[src/rtl/solver_pkg.sv]
// Shared types and constants for the solver dispatch front-end.
package solver_pkg;

  localparam int ITER_BITS           = 16;
  localparam int DEF_LIMB_INDEX_BITS = 6;
  localparam int DEF_LIMB_BITS       = 32;
  localparam int DEF_ID_BITS         = 16;
  localparam int WDOG_BITS           = 24;

  localparam logic [WDOG_BITS-1:0] TIMEOUT_CYCLES = {WDOG_BITS{1'b1}};

  typedef enum logic [3:0] {
    ST_IDLE,
    ST_CFG,
    ST_HDR,
    ST_LOAD_RE,
    ST_LOAD_IM,
    ST_START,
    ST_RUN,
    ST_RESULT,
    ST_DRAIN
  } dispatch_state_e;

endpackage

[src/rtl/dispatch_watchdog.sv]
// Cycle counter that saturates at TIMEOUT_CYCLES; expired only while enabled.
module dispatch_watchdog
  import solver_pkg::*;
(
  input  logic clock,
  input  logic reset,
  input  logic clr,
  input  logic en,
  output logic expired
);

  logic [WDOG_BITS-1:0] cnt_q, cnt_d;

  always_comb begin
    cnt_d = cnt_q;
    if (clr)
      cnt_d = '0;
    else if (en && (cnt_q != TIMEOUT_CYCLES))
      cnt_d = cnt_q + 1'b1;
  end

  always_ff @(posedge clock or posedge reset) begin
    if (reset) cnt_q <= '0;
    else       cnt_q <= cnt_d;
  end

  assign expired = en && (cnt_q == TIMEOUT_CYCLES);

endmodule

[src/rtl/solver_dispatch.sv]
// Job framing, limb loading and result return in front of solver_control.
// Optional RUN watchdog enabled by defining SOLVER_DISPATCH_TIMEOUT_EN.
module solver_dispatch
  import solver_pkg::*;
#(
  parameter int LIMB_INDEX_BITS = DEF_LIMB_INDEX_BITS,
  parameter int LIMB_BITS       = DEF_LIMB_BITS,
  parameter int ID_BITS         = DEF_ID_BITS
) (
  input  logic                       clock,
  input  logic                       reset,
  input  logic                       cfg_valid,
  output logic                       cfg_ready,
  input  logic [LIMB_INDEX_BITS-1:0] cfg_num_limbs,
  input  logic [ITER_BITS-1:0]       cfg_iter_lim,
  input  logic                       in_valid,
  output logic                       in_ready,
  input  logic [LIMB_BITS-1:0]       in_data,
  input  logic                       in_last,
  output logic                       limb_wr_en,
  output logic                       limb_wr_imag,
  output logic [LIMB_INDEX_BITS-1:0] limb_wr_addr,
  output logic [LIMB_BITS-1:0]       limb_wr_data,
  output logic                       wr_num_limbs_en,
  output logic [LIMB_INDEX_BITS-1:0] num_limbs_data,
  output logic                       wr_iter_lim_en,
  output logic [ITER_BITS-1:0]       iter_lim_data,
  output logic                       start,
  input  logic                       solver_done,
  input  logic [ITER_BITS-1:0]       solver_iters,
  input  logic                       solver_diverged,
  output logic                       out_valid,
  input  logic                       out_ready,
  output logic [ID_BITS-1:0]         out_id,
  output logic [ITER_BITS-1:0]       out_iters,
  output logic                       out_diverged,
  output logic                       busy,
  output logic                       err
);

  localparam logic [LIMB_INDEX_BITS-1:0] LIMB_ONE = 1;

  dispatch_state_e            state_q, state_d;
  logic [LIMB_INDEX_BITS-1:0] num_limbs_q, num_limbs_d;
  logic [ITER_BITS-1:0]       iter_lim_q, iter_lim_d;
  logic [ID_BITS-1:0]         id_q, id_d;
  logic [LIMB_INDEX_BITS-1:0] cnt_q, cnt_d;
  logic [ITER_BITS-1:0]       iters_q, iters_d;
  logic                       div_q, div_d;
  logic                       err_q, err_d;
  logic                       last_limb;

  assign last_limb = (cnt_q == (num_limbs_q - LIMB_ONE));

`ifdef SOLVER_DISPATCH_TIMEOUT_EN
  logic wd_en, wd_expired;
  assign wd_en = (state_q == ST_RUN);

  dispatch_watchdog u_wdog (
    .clock   (clock),
    .reset   (reset),
    .clr     (!wd_en),
    .en      (wd_en),
    .expired (wd_expired)
  );
`endif

  always_comb begin
    state_d         = state_q;
    num_limbs_d     = num_limbs_q;
    iter_lim_d      = iter_lim_q;
    id_d            = id_q;
    cnt_d           = cnt_q;
    iters_d         = iters_q;
    div_d           = div_q;
    err_d           = err_q;
    cfg_ready       = 1'b0;
    in_ready        = 1'b0;
    limb_wr_en      = 1'b0;
    limb_wr_imag    = 1'b0;
    limb_wr_addr    = '0;
    limb_wr_data    = '0;
    wr_num_limbs_en = 1'b0;
    wr_iter_lim_en  = 1'b0;
    num_limbs_data  = '0;
    iter_lim_data   = '0;
    start           = 1'b0;
    out_valid       = 1'b0;

    case (state_q)
      ST_IDLE: begin
        cfg_ready = 1'b1;
        if (cfg_valid) begin
          num_limbs_d = (cfg_num_limbs == '0) ? LIMB_ONE : cfg_num_limbs;
          iter_lim_d  = cfg_iter_lim;
          state_d     = ST_CFG;
        end else if (in_valid) begin
          state_d = ST_HDR;
        end
      end
      ST_CFG: begin
        wr_num_limbs_en = 1'b1;
        wr_iter_lim_en  = 1'b1;
        num_limbs_data  = num_limbs_q;
        iter_lim_data   = iter_lim_q;
        state_d         = ST_HDR;
      end
      ST_HDR: begin
        in_ready = 1'b1;
        if (in_valid) begin
          if (in_last) begin
            err_d = 1'b1;
          end else begin
            id_d    = in_data[ID_BITS-1:0];
            cnt_d   = '0;
            state_d = ST_LOAD_RE;
          end
        end else if (cfg_valid) begin
          state_d = ST_IDLE;
        end
      end
      ST_LOAD_RE, ST_LOAD_IM: begin
        in_ready = 1'b1;
        if (in_valid) begin
          limb_wr_en   = 1'b1;
          limb_wr_imag = (state_q == ST_LOAD_IM);
          limb_wr_addr = cnt_q;
          limb_wr_data = in_data;
          // Framing is only legal when in_last lands on the final imag limb.
          if (state_q == ST_LOAD_RE) begin
            if (in_last) begin
              err_d   = 1'b1;
              state_d = ST_HDR;
            end else if (last_limb) begin
              cnt_d   = '0;
              state_d = ST_LOAD_IM;
            end else begin
              cnt_d = cnt_q + LIMB_ONE;
            end
          end else if (last_limb) begin
            if (in_last) begin
              state_d = ST_START;
            end else begin
              err_d   = 1'b1;
              state_d = ST_DRAIN;
            end
          end else if (in_last) begin
            err_d   = 1'b1;
            state_d = ST_HDR;
          end else begin
            cnt_d = cnt_q + LIMB_ONE;
          end
        end
      end
      ST_DRAIN: begin
        in_ready = 1'b1;
        if (in_valid && in_last) state_d = ST_HDR;
      end
      ST_START: begin
        start   = 1'b1;
        state_d = ST_RUN;
      end
      ST_RUN: begin
        if (solver_done) begin
          iters_d = solver_iters;
          div_d   = solver_diverged;
          state_d = ST_RESULT;
        end
`ifdef SOLVER_DISPATCH_TIMEOUT_EN
        else if (wd_expired) begin
          iters_d = {ITER_BITS{1'b1}};
          div_d   = 1'b0;
          err_d   = 1'b1;
          state_d = ST_RESULT;
        end
`endif
      end
      ST_RESULT: begin
        out_valid = 1'b1;
        if (out_ready) state_d = ST_HDR;
      end
      default: state_d = ST_IDLE;
    endcase
  end

  always_ff @(posedge clock or posedge reset) begin
    if (reset) begin
      state_q     <= ST_IDLE;
      num_limbs_q <= LIMB_ONE;
      iter_lim_q  <= '0;
      id_q        <= '0;
      cnt_q       <= '0;
      iters_q     <= '0;
      div_q       <= 1'b0;
      err_q       <= 1'b0;
    end else begin
      state_q     <= state_d;
      num_limbs_q <= num_limbs_d;
      iter_lim_q  <= iter_lim_d;
      id_q        <= id_d;
      cnt_q       <= cnt_d;
      iters_q     <= iters_d;
      div_q       <= div_d;
      err_q       <= err_d;
    end
  end

  assign busy         = (state_q != ST_IDLE) && (state_q != ST_HDR);
  assign err          = err_q;
  assign out_id       = id_q;
  assign out_iters    = iters_q;
  assign out_diverged = div_q;

endmodule
[config.mk]
export PLATFORM = sky130hd
export DESIGN_NAME = solver_dispatch
export DESIGN_NICKNAME = d
export VERILOG_FILES = /design/src/rtl/solver_pkg.sv /design/src/rtl/dispatch_watchdog.sv /design/src/rtl/solver_dispatch.sv
export SDC_FILE = /design/constraint.sdc
export NUM_CORES = 1
export LEC_CHECK = 0
export CORE_MARGIN = 2
export CORE_UTILIZATION = 35
export DETAILED_ROUTE_END_ITERATION = 16
export PLACE_DENSITY = 0.75
export SYNTH_ARGS = -nofsm -noshare
export SYNTH_HDL_FRONTEND = slang
export SYNTH_SLANG_ARGS = --single-unit
[constraint.sdc]
create_clock -name clock -period 2.3 [get_ports clock]
set_clock_uncertainty 0.05 [all_clocks]
set_input_delay 0.46 -clock clock [delete_from_list [all_inputs] [get_ports clock]]
set_output_delay 0.46 -clock clock [all_outputs]
set_load 0.05 [all_outputs]
==> reports/summary.txt, run 1 <==
Total grt overflow: 0
Power Density: 1340 nW/µm²
CP Class: reg2out
Hold Vio Cnt, Final: 0
Post-Syn Nets: 387
Setup-failing EPs final: 41
Max H-tree Level: 3
Layout area overhead: 103%
Final cycle utilization of the critical path: 1.05
N_diodes: 0
Min Hold Slack: 0.429 ns
Mapped Cells: 307
Hpwl dp: 8.07 mm
Clock Path Buffers: 2
Fill cells: 659
IO buf count: 180
Clock Pin Slew Worst Setup and Hold Paths: 0.07 ns
Ys async rst share: 1.00
Pre-CTS setup slack: -0.0967 ns
# IOs: 181
Grt met2 use: 0.370
Fraction of layout cells with a size suffix above 1: 0.516
Vias per cell: 4.96
RSZ-0062 raised after global routing: yes
Max FO, Critical Path: 7
# clock sinks: 66
Final Max Tran Viols: 0
Status: finished, violations left
Largest net degree at the start of global routing: 26
Global Route Usage Sum: 0.204
Area leader, netlist: dfrtp_1
Initial Utilization: 0.360
Worst-Margin Slew: 0.533 ns
Clock buffer count from CTS: 9
Synth top area share: 0.464
Residual DRC count: 0
Routed wire length per instance: 17.4 µm
Largest cells by area after synthesis: dfrtp_1, mux2_2, and2_1
Vias in the first global route: 3,481
Synthesized area per cell: 11.4 µm²
First-pass GRT wire length: 17.8 mm
Register bit total from synthesis: 66
Root Buffer: clkbuf_8
Crit path required time: 1.79 ns
Post-route insts no fill: 672
Die width: 104 µm
Setup ws final: -0.120 ns
Peak VDD IR: 0.857 mV
Initial antenna violation count: 0
Main synth FF type: dfrtp_1
Post-synth EDFFs: 0
Core area: 9730 µm²
Hold crit path type: in2async
Worst Path Arrival: 1.91 ns
Overall power: 0.00956 W
Cells after DPL: 634
Register area share after synthesis: 0.472
Most common cell in the synthesized netlist: dfrtp_1
Top cells by count, synth: dfrtp_1, and2_1, mux2_2
Worst reg2reg startpoint: num_limbs_q[0]
CTS Hold Bufs: 0
Routed Antenna Nets: 0
M1 GR Usage: 0.222
Min Tclk post-route: 2.42 ns
M3 GR Usage: 0.0746
Skew-Pair Late Insertion Delay: 0.34 ns
Total number of vias: 3,331
Syn Std Cell Area: 3500 µm²
Row Count: 36
Max Clk Rate: 413 MHz
Syn. warnings: 0
GR peak layer: met2
Slew HR: 0.644
Placer Congestion: 0.913
1st-iter DRT viols: 125
CP Launch Type: flip-flop
First-pass DRT Iterations: 4
R2R Path End: state_q[0]
Lkg Pwr: 3.05 nW
Failing checks: setup timing
Distinct cells, synth: 55
Routed WL: 11.7 mm
CTS tree: built
Die Height: 104 µm
Final nets: 615
Worst reg-to-reg setup slack: -0.01 ns
Worst R2R Path Depth: 7
Critical path endpoint category: output pin
Die Area: 10,800 µm²
Max_cap viols: 0
cells in the final DEF, fill, tap and decap left out, drive strengths merged, types with 2 or more instances in the layout:
cell / instances
nor4: 6
nor2b: 6
o31ai: 3
or3: 3
a31oi: 3
nand3: 7
nor2: 9
nand2b: 3
nor3: 3
a22o: 3
clkbuf: 16
ha: 2
clkdlybuf4s50: 111
nand3b: 3
a21oi: 5
mux2: 58
xnor2: 6
dfrtp: 65
nand4: 4
nand2: 8
and3: 2
and2: 58
buf: 119
or4: 2
a2111oi: 2
a21o: 4
o21ai: 2
inv: 8
metal layers:
metal  up-vias  share of wire
met5         -              0
met4         0          0.015
met3        18          0.079
met2       152           0.54
met1      1622           0.37
li1       1539              -
worst max-delay path, stage by stage (launching register included):
cell and delay [ns]:
dfrtp_1 0.39, nor2b_4 0.20, nand2_4 0.06, a21o_1 0.21, nor2_4 0.11, buf_12 0.15
clkbuf_16 0.15, and2_4 0.15, buf_12 0.13
worst max-delay path by stage:
stage,start,depth (start not counted),to,slack [ns]
after floorplan,state_q[2],3,num_limbs_data[2],-0.44
after global placement,num_limbs_q[0],7,state_q[1],-0.03
after detailed placement,num_limbs_q[0],7,cnt_q[2],-0.1
after CTS,state_q[1],7,limb_wr_data[21],-0.11
after global routing,state_q[2],8,limb_wr_addr[3],-0.19
final,state_q[2],8,limb_wr_data[22],-0.12
state kept, by name, indices dropped and copies added, names as in the netlist:
name          cells
state_q           4
cnt_q             6
err               1
out_id           16
out_iters        16
iter_lim_q       16
out_diverged      1
num_limbs_q       6
metrics by stage:
stage	setup TNS, ns	util	area (µm²)
2_1_floorplan	-8.59	-	3580
3_3_place_gp	-0.0845	0.660	6420
3_5_place_dp	-0.562	0.660	6420
4_1_cts	-3.66	0.693	6750
5_1_grt	-7.21	0.732	7120
6_report	-4.02	0.732	7120
power breakdown:
part | leakage, nW | internal [W] | total [W] | switching (W)
clock network | 0.0855 | 0.000444 | 0.000898 | 0.000454
logic | 2.16 | 0.00308 | 0.00659 | 0.00351
registers | 0.796 | 0.00171 | 0.00207 | 0.000360
total | 3.05 | 0.00523 | 0.00956 | 0.00432
area by class of cell:
cell class / instances / area, µm² / area share
repair buffers: 233 / 3050 / 0.428
multi-input cells: 217 / 2050 / 0.288
flip-flops and latches: 66 / 1650 / 0.232
well taps: 133 / 166 / 0.0234
clock buffers: 13 / 159 / 0.0223
inverters: 8 / 30.0 / 0.00422
clock inverters: 2 / 12.5 / 0.00176
what timing repair did:
action / CTS / global route
cloned: 3 / 5
resized for setup: 34 / 49
endpoints found under the setup margin: 70 / 75
buffers inserted: 5 / 12
pin swaps: 10 / 36
cells by family after synthesis:
| group | share of synthesized area |
|---|---|
| multiplexers | 0.186 |
| AND/OR/NAND/NOR | 0.206 |
| XOR/XNOR | 0.0175 |
| AO/OA/AOI/OAI | 0.0839 |
| adder cells (fa/ha/maj) | 0.00714 |
| buffers and inverters | 0.0275 |
| flip-flops | 0.472 |
Power figures use the tool's default switching activity.
==> inputs of run 2 (changes only) <==
--- a/config.mk
+++ b/config.mk
@@ -8,7 +8,7 @@
 export CORE_MARGIN = 2
 export CORE_UTILIZATION = 35
 export DETAILED_ROUTE_END_ITERATION = 16
-export PLACE_DENSITY = 0.75
+export PLACE_DENSITY = 0.72
 export SYNTH_ARGS = -nofsm -noshare
 export SYNTH_HDL_FRONTEND = slang
 export SYNTH_SLANG_ARGS = --single-unit
==> constraint.sdc (replaced) <==
create_clock -name clock -period 2.8 [get_ports clock]
set_clock_uncertainty 0.05 [all_clocks]
set_input_delay 0.56 -clock clock [delete_from_list [all_inputs] [get_ports clock]]
set_output_delay 0.56 -clock clock [all_outputs]
set_load 0.05 [all_outputs]
==> run 2 against run 1 <==
  * The run now ends clean
  * Critical path depth shrank 4
  * Design area decreased by 11%
  * Utilization decreased by 7.7 points
  * Register-to-register slack gained 0.32 ns
  * Via count down 7.7%
  * Clock power fell by 5.1%
==> reports/summary.txt, run 2 (same netlist as run 1, synthesis figures left out) <==
Max FO, Critical Path: 8 (+1)
Final instance area: 6370 µm² (-11%)
Worst Path Arrival: 2.14 ns (+0.23 ns)
Max_cap viols: 0 (unchanged)
Crit path required time: 2.19 ns (+0.40 ns)
Core area: 9730 µm² (unchanged)
Clock buffer count from CTS: 9 (unchanged)
Max incr delay on CP: 0.74 ns (+0.35 ns)
Total number of vias: 3,075 (-7.7%)
Hpwl dp: 7.62 mm (-5.7%)
Fraction of layout cells with a size suffix above 1: 0.353 (-0.163)
Reg power frac: 0.244 (+0.028)
Critical-path top delay cell: clkdlybuf4s50_1
Residual DRC count: 0 (unchanged)
Routed wire length per instance: 15.2 µm (-13%)
Final cycle utilization of the critical path: 0.982
Critical path buffers and inverters: 3 (unchanged)
Setup TNS Final: 0 ns (+4.02 ns)
First-pass DRT Iterations: 4 (unchanged)
Clock Path Buffers: 2 (unchanged)
IO buf count: 180 (unchanged)
Min Tclk post-route: 2.75 ns
Die Height: 104 µm (unchanged)
CP Class: reg2out
Status: complete, no violations
# IOs: 181 (unchanged)
Most common cell after layout, fill and taps aside: clkdlybuf4s50_1
Worst-Margin Slew: 0.600 ns (+0.0673 ns)
Skew-Pair Late Insertion Delay: 0.34 ns (about the same)
Pint: 0.00383 W (-27%)
Initial Utilization: 0.360 (unchanged)
Peak VDD IR: 0.663 mV (-23%)
Power Density: 1100 nW/µm² (-18%)
Clock power frac: 0.121 (+0.027)
CTS tree: built
Die Area: 10,800 µm² (unchanged)
Post-place instance area: 6120 µm² (-4.7%)
Clock Pin Slew Worst Setup and Hold Paths: 0.07 ns (about the same)
Max Clk Rate: 364 MHz
Lkg Pwr: 2.69 nW (-12%)
Placer Congestion: 0.954 (+4.5%)
Hold crit path type: reg2reg
Die width: 104 µm (unchanged)
Routed WL: 9.63 mm (-18%)
Comb pwr share: 0.634 (-0.056)
Hold Vio Cnt, Final: 0 (unchanged)
Global Route Usage Sum: 0.179 (-0.0251)
Setup-failing EPs final: 0 (-100%)
Total grt overflow: 0 (unchanged)
Slew HR: 0.599 (-0.0446)
Final Max Tran Viols: 0 (unchanged)
Vias in the first global route: 3,127 (-10%)
Commonest cells after routing, fill and taps aside: clkdlybuf4s50_1, buf_12, dfrtp_1
Routed Antenna Nets: 0 (unchanged)
Root Buffer: clkbuf_8
First-pass GRT wire length: 15.8 mm (-11%)
Initial antenna violation count: 0 (unchanged)
Sw Ratio: 0.456 (+0.00315)
N_diodes: 0 (unchanged)
# clock sinks: 66 (unchanged)
CTS Hold Bufs: 0 (unchanged)
Largest net degree at the start of global routing: 40 (+54%)
CP Launch Type: flip-flop
Row Count: 36 (unchanged)
Fill cells: 754 (+14%)
Max H-tree Level: 3 (unchanged)
Worst path top cell family by delay: buffers and inverters
Critical path endpoint category: output pin
CP Cell Sequence: buf_4 > buf_4 > or3_1 > clkdlybuf4s50_1
Layout area overhead: 81.9%
1st-iter DRT viols: 104 (-17%)
Final nets: 578 (-6.0%)
Most used cell, CP: buf_4
Vias per cell: 4.84 (-2.3%)
Net Sw Power: 0.00320 W (-26%)
==> run 2: changes by cell type in the layout (fill, tap and decap cells not counted), sizes merged <==
cell | previous run | this run
clkbuf | 16 | 10
clkdlybuf4s50 | 111 | 112
bufinv | 0 | 2
clkinvlp | 1 | 2
buf | 119 | 84
==> run 2: repair_timing <==
action,CTS,global route
buffers inserted,0,4
endpoints found under the setup margin,38,40
gates resized for setup,2,4
==> run 2: area by class of cell <==
class / instances / area [µm²] / area share
multi-input combinational: 217 / 1770 / 0.278
clock inverter: 5 / 80.1 / 0.0126
clock buffer: 10 / 128 / 0.0200
timing repair buffer: 196 / 2540 / 0.399
sequential: 66 / 1660 / 0.260
tap: 133 / 166 / 0.0261
inverter: 8 / 30.0 / 0.00471
==> run 2: worst reg2reg max path, cell delays in order, from the launching register on <==
cell and delay [ns]:
dfstp_2 0.56, inv_1 0.07, ha_1 0.30, xnor2_1 0.17
nor4_4 0.46, a21oi_1 0.13, a21oi_1 0.26, mux2_2 0.37
==> run 2: through the flow <==
step	util	worst slack (ns)	std cells	power, W	hold slack (ns)
floorplan	-	-0.0393	307	0.00444	0.421
global placement	0.629	0.276	616	0.00607	0.413
detailed placement	0.629	0.240	616	0.00616	0.417
CTS	0.651	0.0120	631	0.00705	0.436
global route	0.655	-0.00222	635	0.00737	0.459
finish	0.655	0.0516	635	0.00703	0.433
==> run 2: path summary, 6_finish.rpt <==
check / from / end / slack, ns / depth (start not counted)
hold reg to reg: err / err / 0.43 / 1
setup / recovery: state_q[2] / busy / 0.05 / 4
min in group asynchronous: reset / out_iters[1] / 0.57 / 3
max in group asynchronous: reset / state_q[0] / 1.75 / 3
setup reg to reg: num_limbs_q[0] / state_q[1] / 0.31 / 7
hold / removal: err / err / 0.43 / 1
==> run 2: power by group through the flow <==
stage / Clock (W) / Combinational [W] / Sequential, W
finish: 0.000852 / 0.00446 / 0.00172
floorplan: 0 / 0.00196 / 0.00248
detailed placement: 0 / 0.00442 / 0.00174
CTS: 0.000883 / 0.00444 / 0.00172
global route: 0.000921 / 0.00466 / 0.00178
global placement: 0 / 0.00437 / 0.00171
==> run 2: layer usage <==
metal	part of all wire	track usage
met1	0.39	0.208
met2	0.50	0.309
met3	0.10	0.0721
met4	0.0088	0.0405
met5	0	0
==> inputs of run 3 (changes only) <==
--- a/config.mk
+++ b/config.mk
@@ -5,7 +5,6 @@
 export SDC_FILE = /design/constraint.sdc
 export NUM_CORES = 1
 export LEC_CHECK = 0
-export CORE_MARGIN = 2
 export CORE_UTILIZATION = 35
 export DETAILED_ROUTE_END_ITERATION = 16
 export PLACE_DENSITY = 0.72
==> run 3 against run 2 <==
  * Sequential power barely moved
  * Die area fell by 3.8%
  * Largest power group unchanged
  * Setup slack improved by 0.043 ns
  * Global-route usage rose by 1.3 points
  * Final cell count rose by 0.31%
  * Utilization rose by 0.50 points
  * Fmax rose by 1.6%
  * First-iteration DRC count rose by 25%
  * Flip-flop and latch count did not move
  * Critical path depth rose by 3
  * Sequential share of layout area fell by 0.20 points
==> reports/summary.txt, run 3 (same netlist as run 1, synthesis figures left out) <==
Final nets: 579 (+0.17%)
Crit path required time: 2.19 ns (about the same)
Final cycle utilization of the critical path: 0.966 (-0.0155)
GR peak layer: met2
Initial antenna violation count: 0 (unchanged)
M1 GR Usage: 0.210 (+0.00146)
Net Sw Power: 0.00327 W (+2.1%)
Initial Utilization: 0.360 (unchanged)
1st-iter DRT viols: 130 (+25%)
Die Area: 10,400 µm² (-3.8%)
CTS tree: built
Grt met2 use: 0.339 (+0.0300)
Root Buffer: clkbuf_8
Comb pwr share: 0.644 (+0.010)
Placer Congestion: 1.03 (+7.6%)
Largest net degree at the start of global routing: 67 (+68%)
IO buf count: 180 (unchanged)
Clock Path Buffers: 2 (unchanged)
Residual DRC count: 0 (unchanged)
Layout area overhead: 83.3%
Core area: 9730 µm² (unchanged)
Reg power frac: 0.241 (-0.003)
Worst-Margin Slew: 0.546 ns (-0.0537 ns)
Clock buffer count from CTS: 9 (unchanged)
Vias per cell: 4.88 (+0.79%)
# clock sinks: 66 (unchanged)
Commonest cells after routing, fill and taps aside: clkdlybuf4s50_1, buf_12, dfrtp_1
Global Route Usage Sum: 0.192 (+0.0129)
Row Count: 36 (unchanged)
Clock power frac: 0.115 (-0.006)
Routed WL: 10.1 mm (+4.4%)
Skew-Pair Late Insertion Delay: 0.34 ns (about the same)
Lkg Pwr: 2.71 nW (+0.88%)
First-pass DRT Iterations: 4 (unchanged)
Fraction of layout cells with a size suffix above 1: 0.359 (+0.00654)
Critical path endpoint category: output pin
Sw Ratio: 0.463 (+0.00748)
Hpwl dp: 7.52 mm (-1.3%)
Hold crit path type: reg2reg
CP Cell Sequence: nor2b_4 > nand2_1 > a21o_4 > nor2_4 > clkbuf_16 > and2_1 > buf_12
Vias in the first global route: 3,092 (-1.1%)
N_diodes: 0 (unchanged)
Routed Antenna Nets: 0 (unchanged)
Critical path buffers and inverters: 2 (-1)
Slew HR: 0.635 (+0.0355)
Max FO, Critical Path: 19 (+11)
Most common cell after layout, fill and taps aside: clkdlybuf4s50_1
Power Density: 1100 nW/µm² (-0.35%)
Setup-failing EPs final: 0 (unchanged)
Worst path top cell family by delay: simple AND/OR/NAND/NOR gates
Pint: 0.00379 W (-0.97%)
Critical-path top delay cell: dfrtp_2
Routed wire length per instance: 15.8 µm (+4.1%)
Status: complete, no violations
First-pass GRT wire length: 15.3 mm (-2.9%)
Hold Vio Cnt, Final: 0 (unchanged)
Max incr delay on CP: 0.47 ns (-0.27 ns)
Die width: 102 µm (-1.9%)
M3 GR Usage: 0.0752 (+0.00318)
Peak VDD IR: 0.572 mV (-14%)
Total grt overflow: 0 (unchanged)
Clock Pin Slew Worst Setup and Hold Paths: 0.07 ns (about the same)
Worst Path Arrival: 2.10 ns (-0.04 ns)
CP Class: reg2out
Total number of vias: 3,109 (+1.1%)
Final Max Tran Viols: 0 (unchanged)
Final Util: 0.660 (+0.00501)
Min Hold Slack: 0.447 ns (+0.0142 ns)
Max_cap viols: 0 (unchanged)
Die Height: 102 µm (-1.9%)
# IOs: 181 (unchanged)
Max H-tree Level: 3 (unchanged)
CP Launch Type: flip-flop
Max Clk Rate: 370 MHz (+1.6%)
Min Tclk post-route: 2.71 ns (-0.0434 ns)
==> run 3: path summary, 6_finish.rpt <==
check,start,to,slack (ns),cells after the start
min in group asynchronous,reset,out_iters[9],0.56,3
worst max register to register,num_limbs_q[0],state_q[0],0.29,7
worst max-delay path,state_q[2],limb_wr_data[10],0.09,7
worst min register to register,iter_lim_q[5],iter_lim_q[5],0.45,1
worst min-delay path,iter_lim_q[5],iter_lim_q[5],0.45,1
max in group asynchronous,reset,num_limbs_q[0],1.82,3
==> run 3: worst reg2reg max path: stages, from the launching register on <==
cell     delay, ns
dfstp_2       0.55
inv_1         0.08
ha_1          0.32
xnor2_1       0.17
nor4_4        0.48
a21oi_1       0.13
a21oi_1       0.24
mux2_2        0.37
==> run 3: layer usage <==
layer | vias to the layer above | wire [µm]
met4 | 0 | 166
li1 | 1463 | -
met1 | 1501 | 3700
met2 | 130 | 5230
met3 | 15 | 961
met5 | - | 0
==> run 3: area by class of cell <==
type	instances	area, µm²
fillers	733	3310
repair buffers	197	2580
multi-input cells	217	1790
flip-flops and latches	66	1660
well taps	133	166
clock buffers	9	124
clock inverters	7	77.6
inverters	8	30.0
==> run 3: power by group through the flow <==
stage	sequential (W)	clock (W)	combinational (W)
after global placement	0.00169	0	0.00439
after global routing	0.00176	0.000888	0.00477
after floorplan	0.00248	0	0.00196
final	0.00170	0.000813	0.00454
after detailed placement	0.00173	0	0.00445
after CTS	0.00171	0.000837	0.00447
==> run 3: through the flow <==
stage          setup TNS [ns]  instance area, µm²  setup WS [ns]  power (W)  cells
6_report                    0                6420         0.0950    0.00706    637
5_1_grt              -0.00467                6420       -0.00467    0.00741    637
4_1_cts                     0                6340         0.0297    0.00703    632
3_5_place_dp                0                6130          0.311    0.00618    616
3_3_place_gp                0                6130          0.381    0.00608    616
2_1_floorplan         -0.0838                3510        -0.0393    0.00444    307
==> run 3: what timing repair did <==
item,CTS,global route
gates cloned,0,1
setup endpoints to repair,38,38
hold buffers,0,0
gates resized for setup,3,6
setup buffers,0,4
==> RTL edit 1, RTL diff (config.mk and constraints of run 1) <==
Register the input `cfg_iter_lim` before use. The logic sees it one clock later. The other inputs are not delayed to match.
--- a/src/rtl/solver_dispatch.sv
+++ b/src/rtl/solver_dispatch.sv
@@ -40,6 +40,12 @@
 
   localparam logic [LIMB_INDEX_BITS-1:0] LIMB_ONE = 1;
 
+  logic [ITER_BITS-1:0] cfg_iter_lim_q;
+
+  always_ff @(posedge clock) begin
+    cfg_iter_lim_q <= cfg_iter_lim;
+  end
+
   dispatch_state_e            state_q, state_d;
   logic [LIMB_INDEX_BITS-1:0] num_limbs_q, num_limbs_d;
   logic [ITER_BITS-1:0]       iter_lim_q, iter_lim_d;
@@ -92,7 +98,7 @@
         cfg_ready = 1'b1;
         if (cfg_valid) begin
           num_limbs_d = (cfg_num_limbs == '0) ? LIMB_ONE : cfg_num_limbs;
-          iter_lim_d  = cfg_iter_lim;
+          iter_lim_d  = cfg_iter_lim_q;
           state_d     = ST_CFG;
         end else if (in_valid) begin
           state_d = ST_HDR;
Function: changed (Yosys sat finds a counterexample within 4 cycles, from zero or initial values and one cycle with reset high).
==> RTL edit 1 against run 1 <==
Register-to-register slack improved by 0.08 ns. First-iteration DRC count is 6.4% lower. Total power is 8.0% higher. Die area is 9.9% higher. Cell area increased by 7.2%. Combinational power grew 5.0%. Sequential power grew 15%. Sequential cell count is 16 higher. Fmax grew 1.9%. Setup slack gained 0.044 ns. The flow still finishes with violations (negative setup slack). Wire length up 11%. Highest routed layer unchanged. Via count is 8.5% higher. Synthesized area grew 10%. Critical endpoint is now limb_wr_imag.
==> RTL edit 1: results (changes against run 1) <==
synthesis:
  synth_area_leaders: "dfrtp_1 42%, mux2_2 17%, dfxtp_1 8.3%"  # was dfrtp_1 46%, mux2_2 18%, and2_1 10%
  synthTopCellsByCount: "65 x dfrtp_1, 59 x mux2_2, 39 x and3_1"  # was 65 x dfrtp_1, 57 x and2_1, 57 x mux2_2
  yosysUniqueCellTypes: 52  # was 55
  synth_nets: 422  # was 387
  postSynthCellCount: 342  # was 307
  synth_seq_area_share: 0.511  # was 0.472
  async_flop_share: 0.805  # was 1.00
drt:
  viasPerCell: 5.08  # was 4.96
  vias: 3613  # was 3,331
  drtIter0Drc: 117  # was 125
  wl_per_cell_um: 18.3  # was 17.4 µm
place:
  gp_congestion: 0.914  # was 0.913
  hpwl_mm: 8.45  # was 8.07 mm
  dpl.cell_count: 667  # was 634
  post_dp_cell_area_um2: 6710  # was 6420 µm²
power:
  internal_power_uw: 5730  # was 5230 µW
  pg_clk_uw: 1030  # was 898 µW
  leakage_uw: 0.00323  # was 0.00305 µW
  p_seq_frac: 0.230  # was 0.216
  vdd_drop_max_mv: 0.822  # was 0.857 mV
floorplanning:
  initial_core_util: 0.358  # was 0.360
clocking:
  path_clk_slew_ns: 0.09  # was 0.07 ns
finish:
  fillers: 754  # was 659
  drive_gt1_frac: 0.520  # was 0.516
  nNetsFinal: 646  # was 615
global_routing:
  grt_pass1_wl_mm: 19.4  # was 17.8 mm
  antenna_found_initial: 0  # unchanged
  grt_usage: 0.212  # was 0.204
  grt_pass1_vias: 3784  # was 3,481
worst_setup_path:
  rr_worst_depth: 8  # was 7
  rr_endpoint: "cnt_q[5]"  # was state_q[0]
  r2r_setup_slack_ns: 0.07  # was -0.01 ns
  crit_path_max_fanout: 5  # was 7
  cp-startpoint: "state_q[0]"  # was state_q[2]
sta:
  finalWorstSetupSlack_ns: -0.0755  # was -0.120 ns
  tns_ns: -1.61  # was -4.02 ns
  setup_viol: 56  # was 41
run_status:
  violations: "negative setup slack"  # unchanged
  status: "complete, but fails checks"  # unchanged
hold_path:
  hold_path_class: "reg2reg"  # was in2async
## RTL edit 1: cell types whose count changed in the layout (fill, tap and decap cells not counted), moves of 4 or more
| cell | before | now |
|---|---|---|
| nor3_1 | 1 | 6 |
| xor2_1 | 1 | 5 |
| buf_8 | 0 | 4 |
| and2_1 | 9 | 1 |
| and2_4 | 48 | 22 |
| nand2_1 | 7 | 14 |
| dfxtp_1 | 0 | 16 |
| nor4_1 | 4 | 0 |
| and3_4 | 0 | 38 |
| a21o_1 | 4 | 0 |
| nand3_1 | 6 | 2 |
## RTL edit 1: per-layer routing
| metal | track usage | share of wire |
|---|---|---|
| met1 | 0.241 | 0.37 |
| met3 | 0.0652 | 0.078 |
| met5 | 0 | 0 |
| met4 | 0.0604 | 0.017 |
| met2 | 0.381 | 0.53 |
## RTL edit 1: through the flow
step | power [µW] | utilization | setup WS (ns) | hold WS (ns)
after floorplan | 5760 | - | -0.530 | 0.390
after global placement | 8060 | 0.622 | -0.0269 | 0.392
after detailed placement | 8180 | 0.622 | -0.0569 | 0.403
after CTS | 10000 | 0.685 | -0.129 | 0.427
after global routing | 10800 | 0.708 | -0.152 | 0.425
final | 10300 | 0.708 | -0.0755 | 0.423
## RTL edit 1: timing repair
| action | CTS | global route |
|---|---|---|
| buffers inserted | 20 | 7 |
| endpoints found under the setup margin | 66 | 76 |
| pin swaps | 17 | 26 |
| resized for setup | 61 | 62 |
| gates cloned | 5 | 3 |
## RTL edit 1: final cells by class
class,instances,area [µm²],share of cell area
multi-input cells,229,2150,0.281
clock buffers,10,138,0.0180
flip-flops and latches,82,1980,0.259
clock inverters,6,57.6,0.00754
inverters,6,22.5,0.00295
well taps,140,175,0.0229
repair buffers,238,3120,0.409
## RTL edit 1: worst min path at each step
| stage | endpoint | start | cells after the start |
|---|---|---|---|
| 6_report | iter_lim_q[7] | cfg_iter_lim_q[7] | 1 |
| 4_1_cts | iter_lim_q[13] | cfg_iter_lim_q[13] | 1 |
| 3_3_place_gp | iter_lim_q[1] | cfg_iter_lim_q[1] | 1 |
| 2_1_floorplan | iter_lim_q[12] | cfg_iter_lim_q[12] | 1 |
| 5_1_grt | iter_lim_q[5] | cfg_iter_lim_q[5] | 1 |
| 3_5_place_dp | iter_lim_q[7] | cfg_iter_lim_q[7] | 1 |
## RTL edit 1: worst max-delay path, cell delays in order (launching register included)
cell     delay [ns]
dfrtp_1        0.43
buf_6          0.15
buf_6          0.12
mux2i_1        0.29
a21oi_2        0.13
a21oi_2        0.18
nor2_2         0.06
buf_6          0.15
## RTL edit 1: cell families after synthesis
group           count (synthesis)  synth area share
buf+inv                        31            0.0366
compound gates                 34            0.0631
fa+ha+maj                       2           0.00647
simple gates                  122             0.183
xor+xnor                        8            0.0181
mux                            63             0.182
flops                          82             0.511
==> RTL edit 2, RTL diff (config.mk and constraints of run 1) <==
Made on the original files. Build with the macro `SOLVER_DISPATCH_TIMEOUT_EN` defined.
--- a/src/rtl/solver_dispatch.sv
+++ b/src/rtl/solver_dispatch.sv
@@ -1,5 +1,7 @@
 // Job framing, limb loading and result return in front of solver_control.
 // Optional RUN watchdog enabled by defining SOLVER_DISPATCH_TIMEOUT_EN.
+`define SOLVER_DISPATCH_TIMEOUT_EN
+
 module solver_dispatch
   import solver_pkg::*;
 #(
Function: same outputs for any inputs over 4 cycles, from zero or initial values and one cycle with reset high; that may be too few to reach the edited logic, so the function may still have changed.
==> RTL edit 2 against run 1 <==
Highest routed layer unchanged. Total power rose by 19%. Wire length rose by 44%. Sequential cell count grew 24. Critical path type is now reg2reg. Global-route usage is 2.2 points higher. Setup slack worse by 0.29 ns. Synthesized area is 36% higher. Utilization shrank 5.2 points. Cell area rose by 27%. The run still ends with negative setup slack left.
==> RTL edit 2: results (changes against run 1) <==
power:
  leakage_uw: 0.00382  # was 0.00305 µW
  vdd_drop_max_mv: 0.688  # was 0.857 mV
drt:
  drtIter0Drc: 244  # was 125
  wl_met3_um: 850  # was 921 µm
  m1WireLength_mm: 6.64  # was 4.33 mm
  wl_met2_mm: 8.94  # was 6.25 mm
  highest_layer: "met4"  # unchanged
  firstDrtPassIters: 5  # was 4
  vias: 4731  # was 3,331
  wirelength_mm: 16.8  # was 11.7 mm
  viasPerCell: 5.14  # was 4.96
place:
  gp_congestion: 0.870  # was 0.913
  dpl.cell_count: 856  # was 634
  pre_cts_slack_ns: -0.404  # was -0.0967 ns
  hpwl_mm: 10.8  # was 8.07 mm
  post_dp_cell_area_um2: 8020  # was 6420 µm²
finish:
  fillers: 930  # was 659
  nNetsFinal: 821  # was 615
global_routing:
  grt_start_max_net_pins: 50  # was 26
  grt_pass1_vias: 4942  # was 3,481
  grt_usage: 0.226  # was 0.204
  grt_pass1_wl_mm: 26.1  # was 17.8 mm
worst_setup_path:
  cp-startpoint: "num_limbs_q[1]"  # was state_q[2]
  reg2reg_from: "num_limbs_q[1]"  # was num_limbs_q[0]
  rr_endpoint: "state_q[1]"  # was state_q[0]
  crit_path_max_fanout: 4  # was 7
  rr_worst_depth: 6  # was 7
sta:
  finalWorstSetupSlack_ns: -0.408  # was -0.120 ns
  setup_viol: 73  # was 41
  whs_ns: 0.443  # was 0.429 ns
  slew-limit-headroom: 0.620  # was 0.644
synthesis:
  synth_area_leaders: "dfrtp_1 47%, mux2_2 9.2%, and2_1 7.7%"  # was dfrtp_1 46%, mux2_2 18%, and2_1 10%
  synth_nets: 555  # was 387
  yosysUniqueCellTypes: 49  # was 55
  synth_seq_area_share: 0.472  # about the same
  syn_avg_cell_area_um2: 10.1  # was 11.4 µm²
clocking:
  clockRootBuffer: "clkbuf_16"  # was clkbuf_8
  clk_latency_ns: 0.36  # was 0.34 ns
  cts-buffers-inserted: 9  # unchanged
run_status:
  status: "complete, but fails checks"  # unchanged
  violations: "negative setup slack"  # unchanged
hold_path:
  hold_path_class: "reg2reg"  # was in2async
-- RTL edit 2: report_power, final --
group	total, µW	internal (µW)	switching (µW)
clock	1530	850	678
sequential	2490	2140	356
combinational	7330	3500	3830
total	11400	6490	4860
-- RTL edit 2: critical path: stages, from the launching register on --
cell and delay [ns]:
dfrtp_1 0.41, or4_4 0.53, or3_4 0.35, a2111oi_4 0.39, a2111oi_2 0.16, or3_4 0.42
mux2_4 0.30
-- RTL edit 2: stage by stage --
step	TNS (ns)	util
global route	-20.92	0.680
global placement	-7.17	0.603
detailed placement	-9.46	0.603
floorplan	-16.67	-
CTS	-13.89	0.672
finish	-15.59	0.680
-- RTL edit 2: area by class of cell --
class / count / area [µm²] / share of cell area
Multi-Input combinational cell: 346 / 2690 / 0.298
Clock buffer: 9 / 225 / 0.0249
Sequential cell: 90 / 2250 / 0.250
Tap cell: 176 / 220 / 0.0244
Inverter: 9 / 37.5 / 0.00415
Timing Repair Buffer: 284 / 3530 / 0.391
Clock inverter: 7 / 77.6 / 0.00859
-- RTL edit 2: timing repair --
item / in CTS / in global routing
buffers inserted: 34 / 21
cloned: 5 / 5
pin swaps: 24 / 35
setup endpoints to repair: 72 / 78
endpoints found under the hold margin: 0 / 0
gates resized for setup: 79 / 24
-- RTL edit 2: per-layer routing --
layer / vias up / track usage
met5: - / 0
met4: 0 / 0.0923
met3: 37 / 0.0377
met2: 163 / 0.404
met1: 2339 / 0.268
li1: 2192 / -
-- RTL edit 2: worst max-delay path by stage --
stage	endpoint	cells past startpoint
finish	state_q[1]	6
global route	cnt_q[1]	6
CTS	cnt_q[1]	6
detailed placement	state_q[1]	6
global placement	state_q[1]	6
floorplan	iter_lim_q[10]	6
-- RTL edit 2: logic make-up (layout without fill, tap and decap cells) --
| family | after synthesis | count (layout) | share of synthesized area |
|---|---|---|---|
| flip-flops | 90 | 90 | 0.472 |
| buffers and inverters | 38 | 309 | 0.0325 |
| AO/OA/AOI/OAI | 61 | 61 | 0.0983 |
| XOR/XNOR | 27 | 27 | 0.0495 |
| AND/OR/NAND/NOR | 212 | 212 | 0.238 |
| adder cells (fa/ha/maj) | 3 | 3 | 0.00786 |
| multiplexers | 43 | 43 | 0.101 |
